File: src/rtl/astra_pkg.sv
// -----------------------------------------------------------------------------
// astra_pkg
// Shared constants and helpers for the DAC output path.
//   DAC_W              : DAC data bus width
//   DAC_IDLE_CODE      : mid-scale code driven when the DAC is parked
//   DAC_DIV_DEFAULT    : default clk80 cycles per DAC sample
//   FIFO_DEPTH_DEFAULT : default sample buffer depth
//   UNDERRUN_CNT_W     : width of the saturating underrun counter
//   sat_inc_cnt()      : saturating increment for the underrun counter
// -----------------------------------------------------------------------------
package astra_pkg;

    localparam int DAC_W              = 8;
    localparam logic [DAC_W-1:0] DAC_IDLE_CODE = 8'h80;
    localparam int DAC_DIV_DEFAULT    = 8;
    localparam int FIFO_DEPTH_DEFAULT = 16;
    localparam int UNDERRUN_CNT_W     = 16;

    // Increment that sticks at all-ones instead of wrapping to zero.
    function automatic logic [UNDERRUN_CNT_W-1:0] sat_inc_cnt(
        input logic [UNDERRUN_CNT_W-1:0] value
    );
        logic [UNDERRUN_CNT_W-1:0] result;
        if (value == {UNDERRUN_CNT_W{1'b1}}) begin
            result = value;
        end else begin
            result = value + UNDERRUN_CNT_W'(1);
        end
        return result;
    endfunction

endpackage : astra_pkg

File: src/rtl/dac_sample_pacer_if.sv
// -----------------------------------------------------------------------------
// dac_sample_pacer_if
// Valid/ready sample stream from the signal generator into the DAC pacer.
//   s_data  : 8-bit sample
//   s_valid : s_data holds a sample
//   s_ready : consumer accepts the sample this cycle
// Modports: master = sample producer, slave = pacer.
// -----------------------------------------------------------------------------
interface dac_sample_pacer_if;

    logic [astra_pkg::DAC_W-1:0] s_data;
    logic                        s_valid;
    logic                        s_ready;

    modport master (
        output s_data,
        output s_valid,
        input  s_ready
    );

    modport slave (
        input  s_data,
        input  s_valid,
        output s_ready
    );

endinterface : dac_sample_pacer_if

File: src/rtl/sync_fifo.sv
// -----------------------------------------------------------------------------
// sync_fifo
// Single-clock FIFO with occupancy output and first-word-fall-through read.
//   clk_i   : clock
//   rst_i   : synchronous active-high reset (empties the FIFO)
//   push_i  : write data_i (ignored while full)
//   data_i  : write data
//   pop_i   : discard head entry (ignored while empty)
//   data_o  : current head entry (valid while empty_o = 0)
//   level_o : occupancy, 0..DEPTH
//   full_o  : level_o == DEPTH
//   empty_o : level_o == 0
// DEPTH must be a power of two so the pointers wrap naturally.
// -----------------------------------------------------------------------------
module sync_fifo #(
    parameter int WIDTH = 8,
    parameter int DEPTH = 16
) (
    input  logic                     clk_i,
    input  logic                     rst_i,
    input  logic                     push_i,
    input  logic [WIDTH-1:0]         data_i,
    input  logic                     pop_i,
    output logic [WIDTH-1:0]         data_o,
    output logic [$clog2(DEPTH):0]   level_o,
    output logic                     full_o,
    output logic                     empty_o
);

    localparam int AW = $clog2(DEPTH);
    localparam int LW = AW + 1;

    logic [WIDTH-1:0] mem_q [DEPTH];
    logic [AW-1:0]    wr_ptr_q, wr_ptr_d;
    logic [AW-1:0]    rd_ptr_q, rd_ptr_d;
    logic [LW-1:0]    level_q,  level_d;
    logic             push_ok_s;
    logic             pop_ok_s;

    assign full_o    = (level_q == LW'(DEPTH));
    assign empty_o   = (level_q == LW'(0));
    assign push_ok_s = push_i & ~full_o;
    assign pop_ok_s  = pop_i & ~empty_o;
    assign data_o    = mem_q[rd_ptr_q];
    assign level_o   = level_q;

    // Next-state pointers and occupancy.
    always_comb begin
        wr_ptr_d = wr_ptr_q;
        rd_ptr_d = rd_ptr_q;
        level_d  = level_q;
        if (push_ok_s) begin
            wr_ptr_d = wr_ptr_q + AW'(1);
        end else begin
            wr_ptr_d = wr_ptr_q;
        end
        if (pop_ok_s) begin
            rd_ptr_d = rd_ptr_q + AW'(1);
        end else begin
            rd_ptr_d = rd_ptr_q;
        end
        case ({push_ok_s, pop_ok_s})
            2'b10:   level_d = level_q + LW'(1);
            2'b01:   level_d = level_q - LW'(1);
            default: level_d = level_q;
        endcase
    end

    // Pointer and occupancy registers.
    always_ff @(posedge clk_i) begin
        if (rst_i) begin
            wr_ptr_q <= AW'(0);
            rd_ptr_q <= AW'(0);
            level_q  <= LW'(0);
        end else begin
            wr_ptr_q <= wr_ptr_d;
            rd_ptr_q <= rd_ptr_d;
            level_q  <= level_d;
        end
    end

    // Storage; contents are meaningless until written, so no reset.
    always_ff @(posedge clk_i) begin
        if (push_ok_s) begin
            mem_q[wr_ptr_q] <= data_i;
        end
    end

endmodule : sync_fifo

File: src/rtl/dac_sample_pacer.sv
// -----------------------------------------------------------------------------
// dac_sample_pacer
// Buffers DAC samples and releases one every DIV clk80 cycles to a parallel
// DAC, generating a 50% duty strobe whose rising edge sits mid-sample.
//   clk80        : system clock
//   reset        : synchronous active-high reset
//   enable       : 1 = pace samples out, 0 = park at IDLE_CODE
//   s_if         : sample stream (slave side of dac_sample_pacer_if)
//   dac_db       : registered DAC data bus
//   dac_clk      : registered DAC strobe
//   fifo_level   : buffer occupancy
//   underrun     : one-cycle pulse when a sample tick finds the buffer empty
//   underrun_cnt : saturating underrun count
// -----------------------------------------------------------------------------
module dac_sample_pacer
    import astra_pkg::*;
#(
    parameter int               DIV        = DAC_DIV_DEFAULT,
    parameter int               FIFO_DEPTH = FIFO_DEPTH_DEFAULT,
    parameter logic [DAC_W-1:0] IDLE_CODE  = DAC_IDLE_CODE
) (
    input  logic                          clk80,
    input  logic                          reset,
    input  logic                          enable,
    dac_sample_pacer_if.slave             s_if,
    output logic [DAC_W-1:0]              dac_db,
    output logic                          dac_clk,
    output logic [$clog2(FIFO_DEPTH):0]   fifo_level,
    output logic                          underrun,
    output logic [UNDERRUN_CNT_W-1:0]     underrun_cnt
);

    localparam int CW = (DIV > 1) ? $clog2(DIV) : 1;

    logic [CW-1:0]             cnt_q,      cnt_d;
    logic [DAC_W-1:0]          dac_db_q,   dac_db_d;
    logic                      dac_clk_q,  dac_clk_d;
    logic                      underrun_q, underrun_d;
    logic [UNDERRUN_CNT_W-1:0] ur_cnt_q,   ur_cnt_d;

    logic                      full_s;
    logic                      empty_s;
    logic [DAC_W-1:0]          head_s;
    logic                      push_s;
    logic                      pop_s;
    logic                      tick_s;

    // Readiness comes from the pre-pop level, so a full buffer refuses a
    // push even in the cycle it is being popped.
    assign s_if.s_ready = ~reset & ~full_s;
    assign push_s       = s_if.s_valid & s_if.s_ready;
    assign tick_s       = enable & (cnt_q == CW'(0));
    assign pop_s        = tick_s & ~empty_s;

    sync_fifo #(
        .WIDTH (DAC_W),
        .DEPTH (FIFO_DEPTH)
    ) u_fifo (
        .clk_i   (clk80),
        .rst_i   (reset),
        .push_i  (push_s),
        .data_i  (s_if.s_data),
        .pop_i   (pop_s),
        .data_o  (head_s),
        .level_o (fifo_level),
        .full_o  (full_s),
        .empty_o (empty_s)
    );

    // Divider, strobe, output data and underrun next-state.
    always_comb begin
        cnt_d      = cnt_q;
        dac_clk_d  = 1'b0;
        dac_db_d   = dac_db_q;
        underrun_d = 1'b0;
        ur_cnt_d   = ur_cnt_q;
        if (enable) begin
            if (cnt_q == CW'(DIV - 1)) begin
                cnt_d = CW'(0);
            end else begin
                cnt_d = cnt_q + CW'(1);
            end
            // Strobe lags the count by one register, so it stays low for the
            // first half of each sample period and rises mid-sample.
            dac_clk_d = (cnt_q >= CW'(DIV / 2));
            if (pop_s) begin
                dac_db_d = head_s;
            end else begin
                dac_db_d = dac_db_q;
            end
            underrun_d = tick_s & empty_s;
        end else begin
            cnt_d      = CW'(0);
            dac_clk_d  = 1'b0;
            dac_db_d   = IDLE_CODE;
            underrun_d = 1'b0;
        end
        if (underrun_d) begin
            ur_cnt_d = sat_inc_cnt(ur_cnt_q);
        end else begin
            ur_cnt_d = ur_cnt_q;
        end
    end

    // Output and divider registers.
    always_ff @(posedge clk80) begin
        if (reset) begin
            cnt_q      <= CW'(0);
            dac_clk_q  <= 1'b0;
            dac_db_q   <= IDLE_CODE;
            underrun_q <= 1'b0;
            ur_cnt_q   <= UNDERRUN_CNT_W'(0);
        end else begin
            cnt_q      <= cnt_d;
            dac_clk_q  <= dac_clk_d;
            dac_db_q   <= dac_db_d;
            underrun_q <= underrun_d;
            ur_cnt_q   <= ur_cnt_d;
        end
    end

    assign dac_db       = dac_db_q;
    assign dac_clk      = dac_clk_q;
    assign underrun     = underrun_q;
    assign underrun_cnt = ur_cnt_q;

endmodule : dac_sample_pacer

File: src/flat_wrapper.sv
// flat-port wrapper written by rule: the top's interface ports become plain ports
module dac_sample_pacer_flat import astra_pkg::*;
#(
    parameter int               DIV        = DAC_DIV_DEFAULT,
    parameter int               FIFO_DEPTH = FIFO_DEPTH_DEFAULT,
    parameter logic [DAC_W-1:0] IDLE_CODE  = DAC_IDLE_CODE
)
  (clk80, reset, enable, dac_db, dac_clk, fifo_level, underrun, underrun_cnt, s_if_s_data, s_if_s_valid, s_if_s_ready);
  dac_sample_pacer_if s_if_i ();
  input  logic clk80;
  input  logic reset;
  input  logic enable;
  output logic [DAC_W-1:0] dac_db;
  output logic dac_clk;
  output logic [$clog2(FIFO_DEPTH):0] fifo_level;
  output logic underrun;
  output logic [UNDERRUN_CNT_W-1:0] underrun_cnt;
  input wire logic [$bits(s_if_i.s_data)-1:0] s_if_s_data;
  input wire logic [$bits(s_if_i.s_valid)-1:0] s_if_s_valid;
  output wire logic [$bits(s_if_i.s_ready)-1:0] s_if_s_ready;
  assign s_if_i.s_data = s_if_s_data;
  assign s_if_i.s_valid = s_if_s_valid;
  assign s_if_s_ready = s_if_i.s_ready;
  dac_sample_pacer #(.DIV(DIV), .FIFO_DEPTH(FIFO_DEPTH), .IDLE_CODE(IDLE_CODE)) u_core (.clk80(clk80), .reset(reset), .enable(enable), .s_if(s_if_i), .dac_db(dac_db), .dac_clk(dac_clk), .fifo_level(fifo_level), .underrun(underrun), .underrun_cnt(underrun_cnt));
endmodule
File: config.mk
export PLATFORM = sky130hd
export DESIGN_NAME = dac_sample_pacer_flat
export DESIGN_NICKNAME = d
export VERILOG_FILES = /design/src/rtl/astra_pkg.sv /design/src/rtl/dac_sample_pacer_if.sv /design/src/rtl/sync_fifo.sv /design/src/rtl/dac_sample_pacer.sv /design/src/flat_wrapper.sv
export SDC_FILE = /design/constraint.sdc
export NUM_CORES = 1
export LEC_CHECK = 0
export ABC_CLOCK_PERIOD_IN_PS = 4850
export CORE_UTILIZATION = 51
export CTS_BUF_LIST = sky130_fd_sc_hd__clkbuf_4 sky130_fd_sc_hd__clkbuf_8
export CTS_CLUSTER_SIZE = 14
export DETAILED_ROUTE_END_ITERATION = 10
export PLACE_DENSITY = 0.72
export RECOVER_POWER = 50
export SLEW_MARGIN = 20
export SYNTH_ARGS = -nofsm -noshare
export SYNTH_HDL_FRONTEND = slang
export SYNTH_HIERARCHICAL = 1
export SYNTH_SLANG_ARGS = --single-unit
File: constraint.sdc
create_clock -name clk80 -period 4.85 [get_ports clk80]
set_input_delay 0.485 -clock clk80 [delete_from_list [all_inputs] [get_ports clk80]]
set_output_delay 0.485 -clock clk80 [all_outputs]
set_load 0.02 [all_outputs]
==> summary.txt, run 1 <==
Place
  • DPL Wire Length: 9.43 mm
  • # port buffers: 43
  • GPL Wtd Cong: 0.792

CTS
  • Max clock buf depth: 2
  • Clk root buf: clkbuf_8
  • Clock transition at the registers of the reported paths: 0.09 ns
  • Post-CTS setup buffers: 0
  • CTS Hold Bufs: 0
  • Worst-Skew Late Latency: 0.46 ns
  • CTS tree: done
  • # H-tree levels: 4
  • Resized cells post-CTS: 0
  • CTS buffer count: 17
  • CTS Sinks: 174

Logic synthesis
  • Unique cell type count in the Yosys netlist: 64
  • Synth Net Count: 512
  • Cell area after synthesis: 7330 um2
  • Largest cells by area after synthesis: edfxtp_1, dfxtp_1, mux4_2
  • Post-synth ARST share: 0%
  • Top FF cell, synth: edfxtp_1
  • Area leader, netlist: edfxtp_1
  • Sequential share of the synthesized area: 65.0%
  • #FFs+latches synth: 174
  • Post-synth EDFFs: 128
  • Synth Area per Inst: 15.0 um2
  • Top cell type's share of synthesized area: 52.4%
  • Yosys warns: 6
  • Mapped Cells: 488

Pwr
  • Switch share: 25.2%
  • Combinational Power Share: 8.4%
  • Flop pwr share: 59.4%
  • Clock network power share: 32.2%
  • Internal Power: 2070 uW
  • Peak supply drop: 0.000220 V
  • Leakage: 0.00280 uW
  • Total Power: 2770 uW
  • Power Dens Cells: 337 nW/um2
  • Sw Pwr: 699 uW

GRT
  • Initial antenna violation count: 0
  • Grt ovf: 0
  • Gr usage total: 21.3%
  • Vias in the first global route: 4168
  • Pin count of the biggest net entering global routing: 46
  • Global-route wire length before repair: 22.9 mm

Floorplanning
  • Initial Util: 52.6%
  • Die W: 122 um
  • Io pins: 44
  • Die ar.: 14900 um2
  • Area of the core: 13900 um2
  • Height of the die: 122 um
  • Num rows: 43

Timing
  • Worst-Margin Slew: 0.978 ns
  • Fraction of the cycle the final worst path needs: 81.6%
  • RSZ-0062 raised after global routing: false
  • Post-Route Skew: 0.0114 ns
  • Fmax: 253 MHz
  • Crit path time final: 3.96 ns
  • Final hold vios: 0
  • Rel. slew slack: 34.6%
  • # setup viols final: 0
  • Sum Neg Setup Slack: 0 ns
  • Hold slack final: 0.473 ns
  • Slew Limit Fails: 0

Route
  • Routed Antenna Nets: 0
  • Vias: 4250
  • Initial DRC Count: 318
  • Routed len/inst: 20.0 um
  • Total Wirelength: 14.4 mm
  • Via density: 5.90
  • Pre-antenna DRT Iters: 5
  • DR DRC count: 0

Worst setup path
  • Crit path launch: u_core/u_fifo/level_o[2]
  • CP required: 5.19 ns
  • Worst r2r path cells: 12
  • CP Capture Type: flip-flop
  • Arr. time, crit path: 4.29 ns
  • Startpoint class of the critical path: flip-flop
  • Worst R2R Setup Slack: 0.89 ns
  • Critical Path End: u_core/u_fifo/level_o[4]
  • Worst r2r dst: u_core/u_fifo/level_o[4]
  • Kind of critical path: flip-flop to flip-flop
  • Crit Reg-Reg Startpoint: u_core/u_fifo/level_o[2]
  • Critical path peak fanout: 13

Final layout
  • Area of the multi-input gates: 2380 um2
  • Final Net Count: 551
  • N_diodes: 0
  • Register area: 4770 um2
  • Fillers: 1064
  • Layout cell share with drive strength beyond 1: 17.4%
  • Area delta synth->final: 12.2%

Status
  • Status: finished, final reports clean

Worst hold path
  • Hold WC Path Type: flip-flop to flip-flop
  • Hold depth: 1

Run
  • MaxCap Viol Count: 0
[cell families after synthesis]
group,share of synthesized area (%)
buf+inv,2.51
simple gates,10.8
fa+ha+maj,2.05
compound gates,7.27
xor+xnor,0.836
flops,65.0
mux,11.6
[power by group through the flow]
stage	sequential (uW)	combinational (uW)	clock, uW
final	1640	233	893
after global routing	1650	254	969
after CTS	1650	243	908
after detailed placement	1680	241	0
after global placement	1680	233	0
after floorplan	1680	167	0
[layer usage]
layer	up-vias	GRT usage (%)	part of all wire (%)
met5	-	0	0
met4	0	9.18	1.4
met3	17	3.93	6.3
met2	147	33.4	49
met1	2117	29.3	43
li1	1969	-	-
[registers in the layout (all words and copies together) (netlist names), named ones only]
register	count
u_core/cnt_q	3
u_core/dac_clk	1
u_core/dac_db	8
u_core/u_fifo/level_o	5
u_core/u_fifo/mem_q	128
u_core/u_fifo/rd_ptr_q	4
u_core/u_fifo/wr_ptr_q	4
u_core/underrun	1
u_core/underrun_cnt	16
[cell usage after synthesis, types with 2 or more instances]
master	instances
a21oi_1	15
nand2b_1	5
o21a_1	2
nor3b_1	2
ha_1	12
clkinv_1	2
mux2_4	6
mux2i_1	4
and2_1	4
a211oi_2	2
clkbuf_1	13
edfxtp_1	128
xor2_1	6
a22oi_1	16
nand3b_1	3
buf_1	4
or4_1	7
nand3_1	4
and3_1	2
inv_1	11
mux4_2	32
and4b_1	2
a211oi_1	3
o21ai_0	3
buf_6	3
o2111ai_1	2
dfxtp_1	46
buf_2	6
or3_1	4
nand2_1	37
nor2_1	38
a21oi_2	4
nand4_1	7
o31ai_1	7
nor3_1	8
nor2b_1	10
[layout by cell type, fill, tap and decap left out, types with 7 or more instances in the layout]
cell type / instances
edfxtp_1: 128
clkbuf_8: 17
a22oi_1: 16
nor2_1: 38
nand4_1: 7
o31ai_1: 7
nor2b_1: 10
nand2_1: 37
ha_1: 12
dfxtp_1: 44
mux4_2: 32
or4_1: 8
a21oi_1: 16
inv_1: 11
dlygate4sd3_1: 38
[layout make-up]
class / count / area share (%)
Clock buffer: 17 / 2.84
Tap cell: 180 / 2.74
Timing Repair Buffer: 47 / 5.60
Sequential cell: 174 / 58.0
Clock inverter: 15 / 1.34
Inverter: 13 / 0.593
Multi-Input combinational cell: 274 / 28.9
[metrics by stage]
stage	std cells	area, um2	utilization, %	setup WS, ns
after floorplan	488	7330	-	1.25
after global placement	688	7900	56.7	1.27
after detailed placement	688	7900	56.7	1.13
after CTS	720	8240	59.1	1.10
after global routing	720	8220	59.0	0.655
final	720	8220	59.0	0.894
[worst max-delay path, stage by stage (launching register included)]
cell and delay, ns:
dfxtp_1 0.42, or4_1 0.71, nor2_1 0.23, or3_1 0.32, clkinv_1 0.38, o21ai_4 0.21
inv_1 0.09, ha_1 0.33, xor2_1 0.20, ha_1 0.25, o31ai_1 0.36, o22ai_1 0.14
nand4bb_1 0.19
[worst min-delay path by stage]
stage | endpoint | from | slack [ns]
2_1_floorplan | u_core/cnt_q[0] | u_core/cnt_q[0] | 0.43
3_3_place_gp | u_core/cnt_q[0] | u_core/cnt_q[0] | 0.44
3_5_place_dp | u_core/cnt_q[0] | u_core/cnt_q[0] | 0.46
4_1_cts | u_core/cnt_q[0] | u_core/cnt_q[0] | 0.47
5_1_grt | u_core/cnt_q[0] | u_core/cnt_q[0] | 0.51
6_report | u_core/cnt_q[0] | u_core/cnt_q[0] | 0.47
(Power assumes the default switching activity.)
==> run 2: changes to the inputs <==
ABC_CLOCK_PERIOD_IN_PS = 4100   (was 4850)
clock period = 4.1 ns   (was 4.85 ns; I/O delays follow)
==> summary.txt, run 2 (synthesis gave the netlist of run 1 again) <==
CTS
  • Post-CTS setup buffers: 0 (unchanged)
  • CTS Hold Bufs: 0 (unchanged)
  • CTS Sinks: 174 (unchanged)
  • CTS tree: done
  • # H-tree levels: 4 (unchanged)
  • CTS buffer count: 17 (unchanged)
  • Worst-Skew Late Latency: 0.45 ns (about the same)
  • Resized cells post-CTS: 0 (unchanged)
  • Max clock buf depth: 2 (unchanged)
  • Clock transition at the registers of the reported paths: 0.09 ns (about the same)
  • Clk root buf: clkbuf_8

Pwr
  • Switch share: 23.2% (-2.0 points)
  • Power Dens Cells: 415 nW/um2 (+23%)
  • Combinational Power Share: 8.3% (about the same)
  • Internal Power: 2650 uW (+28%)
  • Leakage: 0.00286 uW (+2.0%)
  • Clock network power share: 35.5% (+3.3 points)
  • Flop pwr share: 56.2% (-3.2 points)
  • Sw Pwr: 801 uW (+15%)
  • Peak supply drop: 0.000281 V (+28%)

Final layout
  • Area delta synth->final: 13.4%
  • Register name with the most flops: u_core/u_fifo/mem_q
  • Commonest non-fill, non-tap cell in the layout: edfxtp_1
  • Most frequent cells in the layout: edfxtp_1, dfxtp_1, dlygate4sd3_1
  • Fillers: 1056 (-0.75%)
  • Max FFs per register: 128 (unchanged)
  • Layout cell share with drive strength beyond 1: 17.7% (+0.27 points)
  • Final Net Count: 554 (+0.54%)
  • Final design utilization: 59.7% (+0.66 points)
  • N_diodes: 0 (unchanged)

Worst setup path
  • Critical path peak fanout: 13 (unchanged)
  • Arr. time, crit path: 3.95 ns (-0.34 ns)
  • CP required: 4.44 ns (-0.75 ns)
  • Crit Reg-Reg Startpoint: u_core/u_fifo/level_o[2]
  • Kind of critical path: flip-flop to flip-flop
  • CP Capture Type: flip-flop
  • Startpoint class of the critical path: flip-flop
  • Crit path launch: u_core/u_fifo/level_o[2]

Timing
  • Post-Route Skew: 0.00924 ns (-0.00217 ns)
  • # setup viols final: 0 (unchanged)
  • Worst-Margin Slew: 1.82 ns (+0.840 ns)
  • Rel. slew slack: -21.2% (-56 points)
  • Slew Limit Fails: 45 (+45)
  • Crit path time final: 3.62 ns (-0.337 ns)
  • RSZ-0062 raised after global routing: false
  • Fraction of the cycle the final worst path needs: 88.3% (+6.7 points)
  • Fmax: 276 MHz (+9.3%)
  • Final hold vios: 0 (unchanged)
  • Sum Neg Setup Slack: 0 ns (unchanged)

Worst hold path
  • Worst Hold Launch: u_core/cnt_q[0]
  • Hold WC Path Type: flip-flop to flip-flop

Route
  • DR DRC count: 0 (unchanged)
  • Initial DRC Count: 366 (+15%)
  • Routed len/inst: 19.4 um (-2.9%)
  • Pre-antenna DRT Iters: 5 (unchanged)
  • Via density: 5.90 (about the same)
  • Vias: 4264 (+0.33%)
  • Total Wirelength: 14.1 mm (-2.5%)
  • Routed Antenna Nets: 0 (unchanged)

Place
  • GPL Wtd Cong: 0.818 (+3.3%)
  • # port buffers: 43 (unchanged)
  • DPL Wire Length: 9.35 mm (-0.82%)

Status
  • Status: finished with violations
  • Failing checks: capacitance limit, slew limit

GRT
  • Grt ovf: 0 (unchanged)
  • Pin count of the biggest net entering global routing: 45 (-2.2%)
  • Initial antenna violation count: 0 (unchanged)
  • Gr usage total: 21.0% (-0.38 points)
  • Vias in the first global route: 4208 (+0.96%)
  • Global-route wire length before repair: 22.6 mm (-1.1%)

Floorplanning
  • Num rows: 43 (unchanged)
  • Height of the die: 122 um (unchanged)
  • Die ar.: 14900 um2 (unchanged)
  • Area of the core: 13900 um2 (unchanged)
  • Io pins: 44 (unchanged)
  • Initial Util: 52.6% (unchanged)
  • Die W: 122 um (unchanged)

Run
  • MaxCap Viol Count: 1 (+1)
[run 2: cell types whose count changed in the layout (fill, tap and decap cells not counted), sizes merged]
cell	delta
clkinvlp	-5
dlygate4sd3	+1
clkinv	+1
buf	+2
clkdlybuf4s50	-1
inv	-1
clkbuf	+3
bufinv	+3
[run 2: worst max-delay path: stages, from the launching register on]
cell and delay (ns):
dfxtp_1 0.43, or4_4 0.61, nor2_1 0.19, or3_1 0.34, clkinv_1 0.20, o21ai_4 0.13, inv_1 0.08, ha_1 0.32
xor2_1 0.19, ha_1 0.25, o31ai_1 0.38, o22ai_1 0.14, nand4bb_1 0.24
[run 2: cell type report]
cell class              instances  area, um2  share of cell area (%)
flip-flops and latches        174       4770                    57.3
multi-input cells             274       2380                    28.7
repair buffers                 50        479                    5.76
clock buffers                  19        249                    2.99
well taps                     180        225                    2.71
clock inverters                13        163                    1.96
inverters                      13       48.8                   0.587
[run 2: power groups by stage]
stage                     combinational, uW  sequential, uW  clock, uW
after floorplan                         198            1980          0
after global placement                  285            1980          0
after detailed placement                294            1980          0
after CTS                               296            1940       1250
after global routing                    315            1950       1330
final                                   287            1940       1230
[run 2: worst paths after layout]
kind | endpoint | slack (ns) | cells past startpoint
worst max-delay path | u_core/u_fifo/level_o[4] | 0.48 | 12
worst min-delay path | u_core/cnt_q[0] | 0.47 | 1
worst max register to register | u_core/u_fifo/level_o[4] | 0.48 | 12
worst min register to register | u_core/cnt_q[0] | 0.47 | 1
[run 2: metal layers]
layer  track usage [%]  wire length, um  vias up
met5                 0                0        -
met4              7.79              159        0
met3              4.96              747       11
met2              32.9             6890      130
met1              28.5             6250     2162
li1                  -                -     1961
[run 2: metrics by stage]
stage	setup WS [ns]	hold slack, ns	cell area, um2	std cells	total power, uW
finish	0.481	0.472	8320	723	3450
detailed placement	0.605	0.452	7910	691	2280
CTS	0.582	0.468	8320	723	3490
global route	0.254	0.494	8320	723	3590
global placement	0.754	0.441	7910	691	2270
floorplan	0.495	0.431	7330	488	2180
